**src/rtl/unary_operand_driver.sv**
```systemverilog
// Binary-to-unary front end for the unary adder: streams two operands
// as return-to-zero pulse trains, then holds the adder in read mode.
module unary_operand_driver #(
  parameter int WIDTH       = 12,
  parameter int GAP         = 1,
  parameter int READ_CYCLES = 20
) (
  input  logic             clk,
  input  logic             rst_n,
  input  logic             clear,
  input  logic             in_valid,
  output logic             in_ready,
  input  logic [WIDTH-1:0] in_a,
  input  logic [WIDTH-1:0] in_b,
  output logic             a_out,
  output logic             b_out,
  output logic             en_out,
  output logic             rw_out,
  output logic             done
);

  localparam int PW = $clog2(GAP + 1);
  localparam int RW = $clog2(READ_CYCLES + 1);
  localparam logic [PW-1:0] GAP_V = PW'(GAP);
  localparam logic [RW-1:0] RLAST = RW'(READ_CYCLES - 1);

  typedef enum logic [1:0] {
    IDLE,
    STREAM,
    READ,
    DONE
  } state_t;

  state_t state_q, state_d;
  logic [WIDTH-1:0] cnt_a_q, cnt_a_d;
  logic [WIDTH-1:0] cnt_b_q, cnt_b_d;
  logic [PW-1:0] phase_q, phase_d;
  logic [RW-1:0] rd_q, rd_d;
  logic a_q, a_d;
  logic b_q, b_d;
  logic en_q, en_d;
  logic rw_q, rw_d;
  logic done_q, done_d;
  logic a_nz, b_nz;

  assign a_nz = (cnt_a_q != '0);
  assign b_nz = (cnt_b_q != '0);

  always_ff @(posedge clk or negedge rst_n) begin
    if (!rst_n) begin
      state_q <= IDLE;
      cnt_a_q <= '0;
      cnt_b_q <= '0;
      phase_q <= '0;
      rd_q    <= '0;
      a_q     <= 1'b0;
      b_q     <= 1'b0;
      en_q    <= 1'b0;
      rw_q    <= 1'b0;
      done_q  <= 1'b0;
    end else begin
      state_q <= state_d;
      cnt_a_q <= cnt_a_d;
      cnt_b_q <= cnt_b_d;
      phase_q <= phase_d;
      rd_q    <= rd_d;
      a_q     <= a_d;
      b_q     <= b_d;
      en_q    <= en_d;
      rw_q    <= rw_d;
      done_q  <= done_d;
    end
  end

  always_comb begin
    state_d = state_q;
    cnt_a_d = cnt_a_q;
    cnt_b_d = cnt_b_q;
    phase_d = phase_q;
    rd_d    = rd_q;
    a_d     = 1'b0;
    b_d     = 1'b0;
    en_d    = en_q;
    rw_d    = rw_q;
    done_d  = 1'b0;
    unique case (state_q)
      IDLE: begin
        if (in_valid) begin
          state_d = STREAM;
          cnt_a_d = in_a;
          cnt_b_d = in_b;
          phase_d = '0;
          en_d    = 1'b1;
        end
      end
      STREAM: begin
        if (phase_q != '0) begin
          phase_d = phase_q - 1'b1;
        end else if (!a_nz && !b_nz) begin
          state_d = READ;
          rw_d    = 1'b1;
          rd_d    = '0;
        end else begin
          // pulse slot: emit and consume one unit per live operand
          a_d     = a_nz;
          b_d     = b_nz;
          cnt_a_d = cnt_a_q - WIDTH'(a_nz);
          cnt_b_d = cnt_b_q - WIDTH'(b_nz);
          phase_d = GAP_V;
        end
      end
      READ: begin
        if (rd_q == RLAST) begin
          state_d = DONE;
          done_d  = 1'b1;
          rw_d    = 1'b0;
          en_d    = 1'b0;
          rd_d    = '0;
        end else begin
          rd_d = rd_q + 1'b1;
        end
      end
      DONE: begin
        state_d = IDLE;
      end
      default: begin
        state_d = IDLE;
      end
    endcase
    if (clear) begin
      state_d = IDLE;
      cnt_a_d = '0;
      cnt_b_d = '0;
      phase_d = '0;
      rd_d    = '0;
      a_d     = 1'b0;
      b_d     = 1'b0;
      en_d    = 1'b0;
      rw_d    = 1'b0;
      done_d  = 1'b0;
    end
  end

  assign in_ready = (state_q == IDLE);
  assign a_out    = a_q;
  assign b_out    = b_q;
  assign en_out   = en_q;
  assign rw_out   = rw_q;
  assign done     = done_q;

endmodule
```
**config.mk**
```make
export PLATFORM = sky130hd
export DESIGN_NAME = unary_operand_driver
export DESIGN_NICKNAME = d
export VERILOG_FILES = /design/src/rtl/unary_operand_driver.sv
export SDC_FILE = /design/constraint.sdc
export NUM_CORES = 1
export LEC_CHECK = 0
export ABC_AREA = 1
export ABC_CLOCK_PERIOD_IN_PS = 3800
export BUFFER_PORTS_ARGS = -buffer_cell sky130_fd_sc_hd__buf_2
export CORE_MARGIN = 1.5
export CORE_UTILIZATION = 50
export DETAILED_ROUTE_END_ITERATION = 7
export PLACE_DENSITY_LB_ADDON = 0.1
export SLEW_MARGIN = 20
export SYNTH_ARGS = -nofsm -noshare
export SYNTH_HDL_FRONTEND = slang
export SYNTH_SLANG_ARGS = --single-unit
```
**constraint.sdc**
```tcl
create_clock -name clk -period 3.8 [get_ports clk]
set_input_delay 0.38 -clock clk [delete_from_list [all_inputs] [get_ports clk]]
set_output_delay 0.38 -clock clk [all_outputs]
set_load 0.05 [all_outputs]
```
* Word-level counts from Yosys, hierarchy flattened
Cells that the tools add are included.
** Cells by class
- Add/sub/neg operators :: 4
- Equality and inequality tests :: 9
- Multiplexer cells :: 45
- Reduce and logical (&&, ||, !) cells :: 15
** Operators with widths (number)
- $mux 12 :: 8
- $pmux 12 s2 :: 2
- $reduce_bool 12->1 :: 2
- $sub 12x1->12 :: 2
- $mux 1 :: 21
- $mux 5 :: 4
- $ne 3x3->1 const B :: 5
- $reduce_and 4->1 :: 3
- $mux 2 :: 5
- $pmux 5 s2 :: 1
- $reduce_bool 3->1 :: 3
- $pmux 2 s4 :: 1
- $pmux 1 s2 :: 3
- $reduce_and 3->1 :: 2
- $add 5x1->5 const B :: 1
- $eq 5x5->1 const B :: 1
- $eq 2x2->1 const B :: 2
- $eq 2x1->1 const B :: 1
- $logic_not 1->1 :: 2
- $logic_not 2->1 :: 1
- $reduce_and 2->1 :: 1
- $logic_and 1x1->1 :: 1
- $sub 1x1->1 const B :: 1
** Word-level totals
- Flip-flop bits (word level) :: 37
- Input bits :: 28
- Output and inout bits :: 6
- Logic and storage cells :: 83

* Depth between registers and ports, before layout
- Word-level depth :: 7
- Mapped depth :: 14
- Gate-level depth less buffers :: 14

* Least setup slack after synthesis
OpenSTA, ideal clock, no wires.
- Kind :: reg-to-reg
- Start point :: register state_q[0]
- End point :: register cnt_b_q[3]
- Library setup time :: 0.123 ns
- Arrival :: 1.742 ns
- Data required time :: 3.677 ns
- Slack :: 1.935 ns
- Cell stages (with the launch flop) :: 13
- Buffers on the path :: 1
- Period minus slack after synthesis :: 1.865 ns
- Cell sequence :: dfrtp_1 inv_1 ha_1 nor2_1 nand2_1 nand2_1 inv_1 nand2_1 inv_1 nand2_4 buf_12 nand2_1 o21ai_2
** On the way
- Word-level cells in the longest chain between the ends :: 3
- Elaborated cells on any way between the ends :: 9
** Ends and longest elaborated chain
- start, declared :: RTL line 34 : state_t state_q, state_d;
- start signal, assigned :: RTL line 62 : state_q <= state_d;
- $logic_not 2->1 *
- net in_ready :: RTL line 12 : output logic in_ready,
- $ne 3x3->1 (no source line) (tied with other cells)
- $reduce_and 4->1 (no source line) / $mux 12 (equally long branches)
- end signal, assigned :: RTL line 64 : cnt_b_q <= cnt_b_d;
- end, declared :: RTL line 36 : logic [WIDTH-1:0] cnt_b_q, cnt_b_d;
Mark *: on every way through the listed nets, which the timed path passes. The rest lies on a longest branch.
A chain may end at the register's enable or synchronous reset.

* Worst setup path in the final report
- Start point :: register state_q[1]
- End point :: register cnt_b_q[5]
** On the way
- Word-level cells in the longest chain between the ends :: 3
- Elaborated cells on any way between the ends :: 9
** Ends and longest elaborated chain
- $eq 2x1->1 / $logic_not 2->1 (equally long branches) :: RTL line 86 : unique case (state_q)
- $ne 3x3->1 (no source line) (tied with other cells)
- $reduce_and 4->1 (no source line) / $mux 12 (equally long branches)
Parallel ways exist; a longest one is shown, timed or not.

==> reports/results.tsv <==
stage	metric	value	unit
sta	worst hold slack	192	ps
synthesis	ranking of synthesized cells by area	dfrtp_1, nand2_1, nor2_1	
power_and_ir_drop	Pwr Total	2300	uW
synthesis	Syn Area/Cell	6.91	sq um
finish	register area	926	sq um
power_and_ir_drop	worst IR drop on VDD	0.000439	V
setup_path	Crit path required time	4040	ps
global_route	number of global-route vias before repair	2246	
global_route	gr ovfl total	0	
global_route	first-pass GRT wire length	10.2	mm
sta	Clock Skews	4.16	ps
synthesis	register area share after synthesis	34.6	%
run	MaxCap Viol Count	0	
clock_tree	hold_buf cts	0	
finish	Final #Nets	452	
place	GPL Wtd Cong	0.821	
clock_tree	TritonCTS clock tree	done	
setup_path	Worst setup SP type	register	
finish	final instance area	2930	sq um
global_route	largest net degree at the start of global routing	38	
global_route	GRT met1 Usage	29.0	%
setup_path	Worst setup EP type	register	
die	# rows	26	
place	Post-DP HPWL	4.19	mm
die	Die Ht	76.1	microns
detailed_routing	vias per std cell	5.03	
die	core area	5140	sq um
die	num ports	34	
detailed_routing	initial DRC count	148	
synthesis	most instantiated library cell after synthesis	nand2_1	
global_route	busiest layer in global routing	met2	
clock_tree	clock sinks	37	
min_path	HP Class	in2async	
synthesis	Main synth FF type	dfrtp_1	
place	DP Area	2830	sq um
synthesis	Post-synth EDFFs	0	
synthesis	FFs w/ async S/R, synth	100	%
detailed_routing	Routed Wire Length	6.02	mm
place	dpl cells	478	
clock_tree	post-CTS sizing	0	
detailed_routing	Initial DRT Pass Iterations	4	
die	Die ar.	5790	sq um
finish	Layout fillers	539	
detailed_routing	via count	2446	
sta	Slew Viols, Final	0	
synthesis	Netlist cell types	39	
finish	number of diodes	0	
die	Die W	76.1	microns
global_route	All-Layer GR Usage	22.1	%
synthesis	FF+latch count, synth	37	
setup_path	crit path launch	state_q[1]	
setup_path	worst-path fanout max	31	
clock_tree	CTS buffer count	5	
synthesis	Post-Syn Area	2670	sq um
detailed_routing	Avg WL per Cell	12.4	microns
detailed_routing	DRC	0	
clock_tree	Reg clk slew, reported paths	80	ps
power_and_ir_drop	Pleak	0.00154	uW
clock_tree	clock buffer depth	2	
synthesis	top-area cell type share of the netlist area	34.6	%
sta	setup tns final	0	ps
sta	final period utilization	69.4	%
finish	area grow syn2layout	9.69	%
clock_tree	Skew-Pair Late Insertion Delay	300	ps
power_and_ir_drop	Pwr per Cell Area	785	nW/um^2
global_route	antenna violations before repair	0	
global_route	met3 usage	5.03	%
sta	Setup Viol. Count Final	0	
sta	fmax	379	MHz
clock_tree	H-tree levels	2	
synthesis	Ys Warns	0	
setup_path	Critical Path AT	2880	ps
synthesis	Post-Synthesis Cells	387	
sta	Worst-Margin Slew	880	ps
sta	RSZ-0062 raised after global routing	no	
status	status	finished clean	
synthesis	Post-Synthesis Net Count	424	
finish	Final Non-Filler Cells	486	
setup_path	reg-to-reg endpoint	cnt_b_q[5]	
sta	Final Hold Fails	0	
setup_path	Critical Path End	cnt_b_q[5]	
global_route	GRT met2 Usage	35.9	%
setup_path	FF-to-FF path depth	11	
detailed_routing	Antenna Nets Post-Route	0	
synthesis	Commonest cells post-synth	nand2_1, nor2_1, inv_1	
clock_tree	post-CTS setup buffers	0	
sta	Tmin final	2640	ps
finish	layout cells sized above 1	16.8	%
setup_path	r2r setup slk	1160	ps
place	I/O Buffers	33	
clock_tree	Clock Root Buffer	clkbuf_8	
setup_path	FF-to-FF Start	state_q[1]	
synthesis	largest area contributor in the netlist	dfrtp_1	
sta	Rel. slew slack	41.3	%
setup_path	critical path class	reg2reg	
die	starting density of the core	52.0	%
finish	Multi-input gate area	1500	sq um
cell type report:
class,count,area share (%)
clock buffers,7,3.29
clock inverters,1,0.171
inverters,39,4.99
multi-input cells,298,51.1
flip-flops and latches,37,31.6
well taps,70,2.99
repair buffers,34,5.89
cells in the final DEF, fill, tap and decap left out, types with 3 or more instances in the layout:
master	instances
nand2_2	3
buf_2	33
nand4_1	3
or2_2	4
a21oi_1	5
xnor2_1	4
nor2_1	48
inv_1	38
nand3_1	34
a211oi_1	4
o21ai_1	4
xor2_1	3
o21ai_0	19
o21ai_2	10
nand2_1	127
o211ai_1	3
nor2_2	4
dfrtp_1	37
clkbuf_8	7
ha_1	9
kinds of logic after synthesis:
logic type,Yosys count,share of synthesized area [%]
simple gates,233,37.6
buf+inv,52,9.32
fa+ha+maj,9,4.21
compound gates,49,11.9
xor+xnor,7,2.29
flops,37,34.6
flip-flops by register name (all words and copies together) (netlist names):
| name | count |
|---|---|
| state_q | 2 |
| rw_out | 1 |
| done | 1 |
| cnt_b_q | 12 |
| rd_q | 5 |
| phase_q | 1 |
| en_out | 1 |
| a_out | 1 |
| cnt_a_q | 12 |
| b_out | 1 |
report_power, final:
part | switching [uW] | internal, uW
sequential | 138 | 535
combinational | 879 | 431
clock | 153 | 164
total | 1170 | 1130
per-stage QoR:
stage | setup slack (ps) | util, %
floorplan | 1930 | -
global placement | 1260 | 55.1
detailed placement | 1180 | 55.1
CTS | 1170 | 57.0
global route | 931 | 57.0
finish | 1160 | 57.0
critical path, stage by stage (launching register included):
cell and delay [ps]:
dfrtp_1 400, inv_1 100, ha_1 150, buf_4 310
inv_1 430, nand2_1 180, nand2_1 70, inv_1 70
nand2_1 80, a21oi_2 520, nand3_1 160, nand2_1 100
worst min-delay path by stage:
stage | end | slack, ps | cells after the start
2_1_floorplan | a_out | 80 | 0
3_3_place_gp | rw_out | 460 | 2
3_5_place_dp | rw_out | 470 | 2
4_1_cts | cnt_a_q[10] | 220 | 1
5_1_grt | cnt_a_q[11] | 270 | 1
6_report | cnt_a_q[10] | 190 | 1
layer usage:
layer	routed length [microns]	share of wire [%]
met2	2760	46
met4	96	1.6
met3	244	4.1
met5	0	0
met1	2920	48
Note: power is estimated with default switching activity, not from simulation.
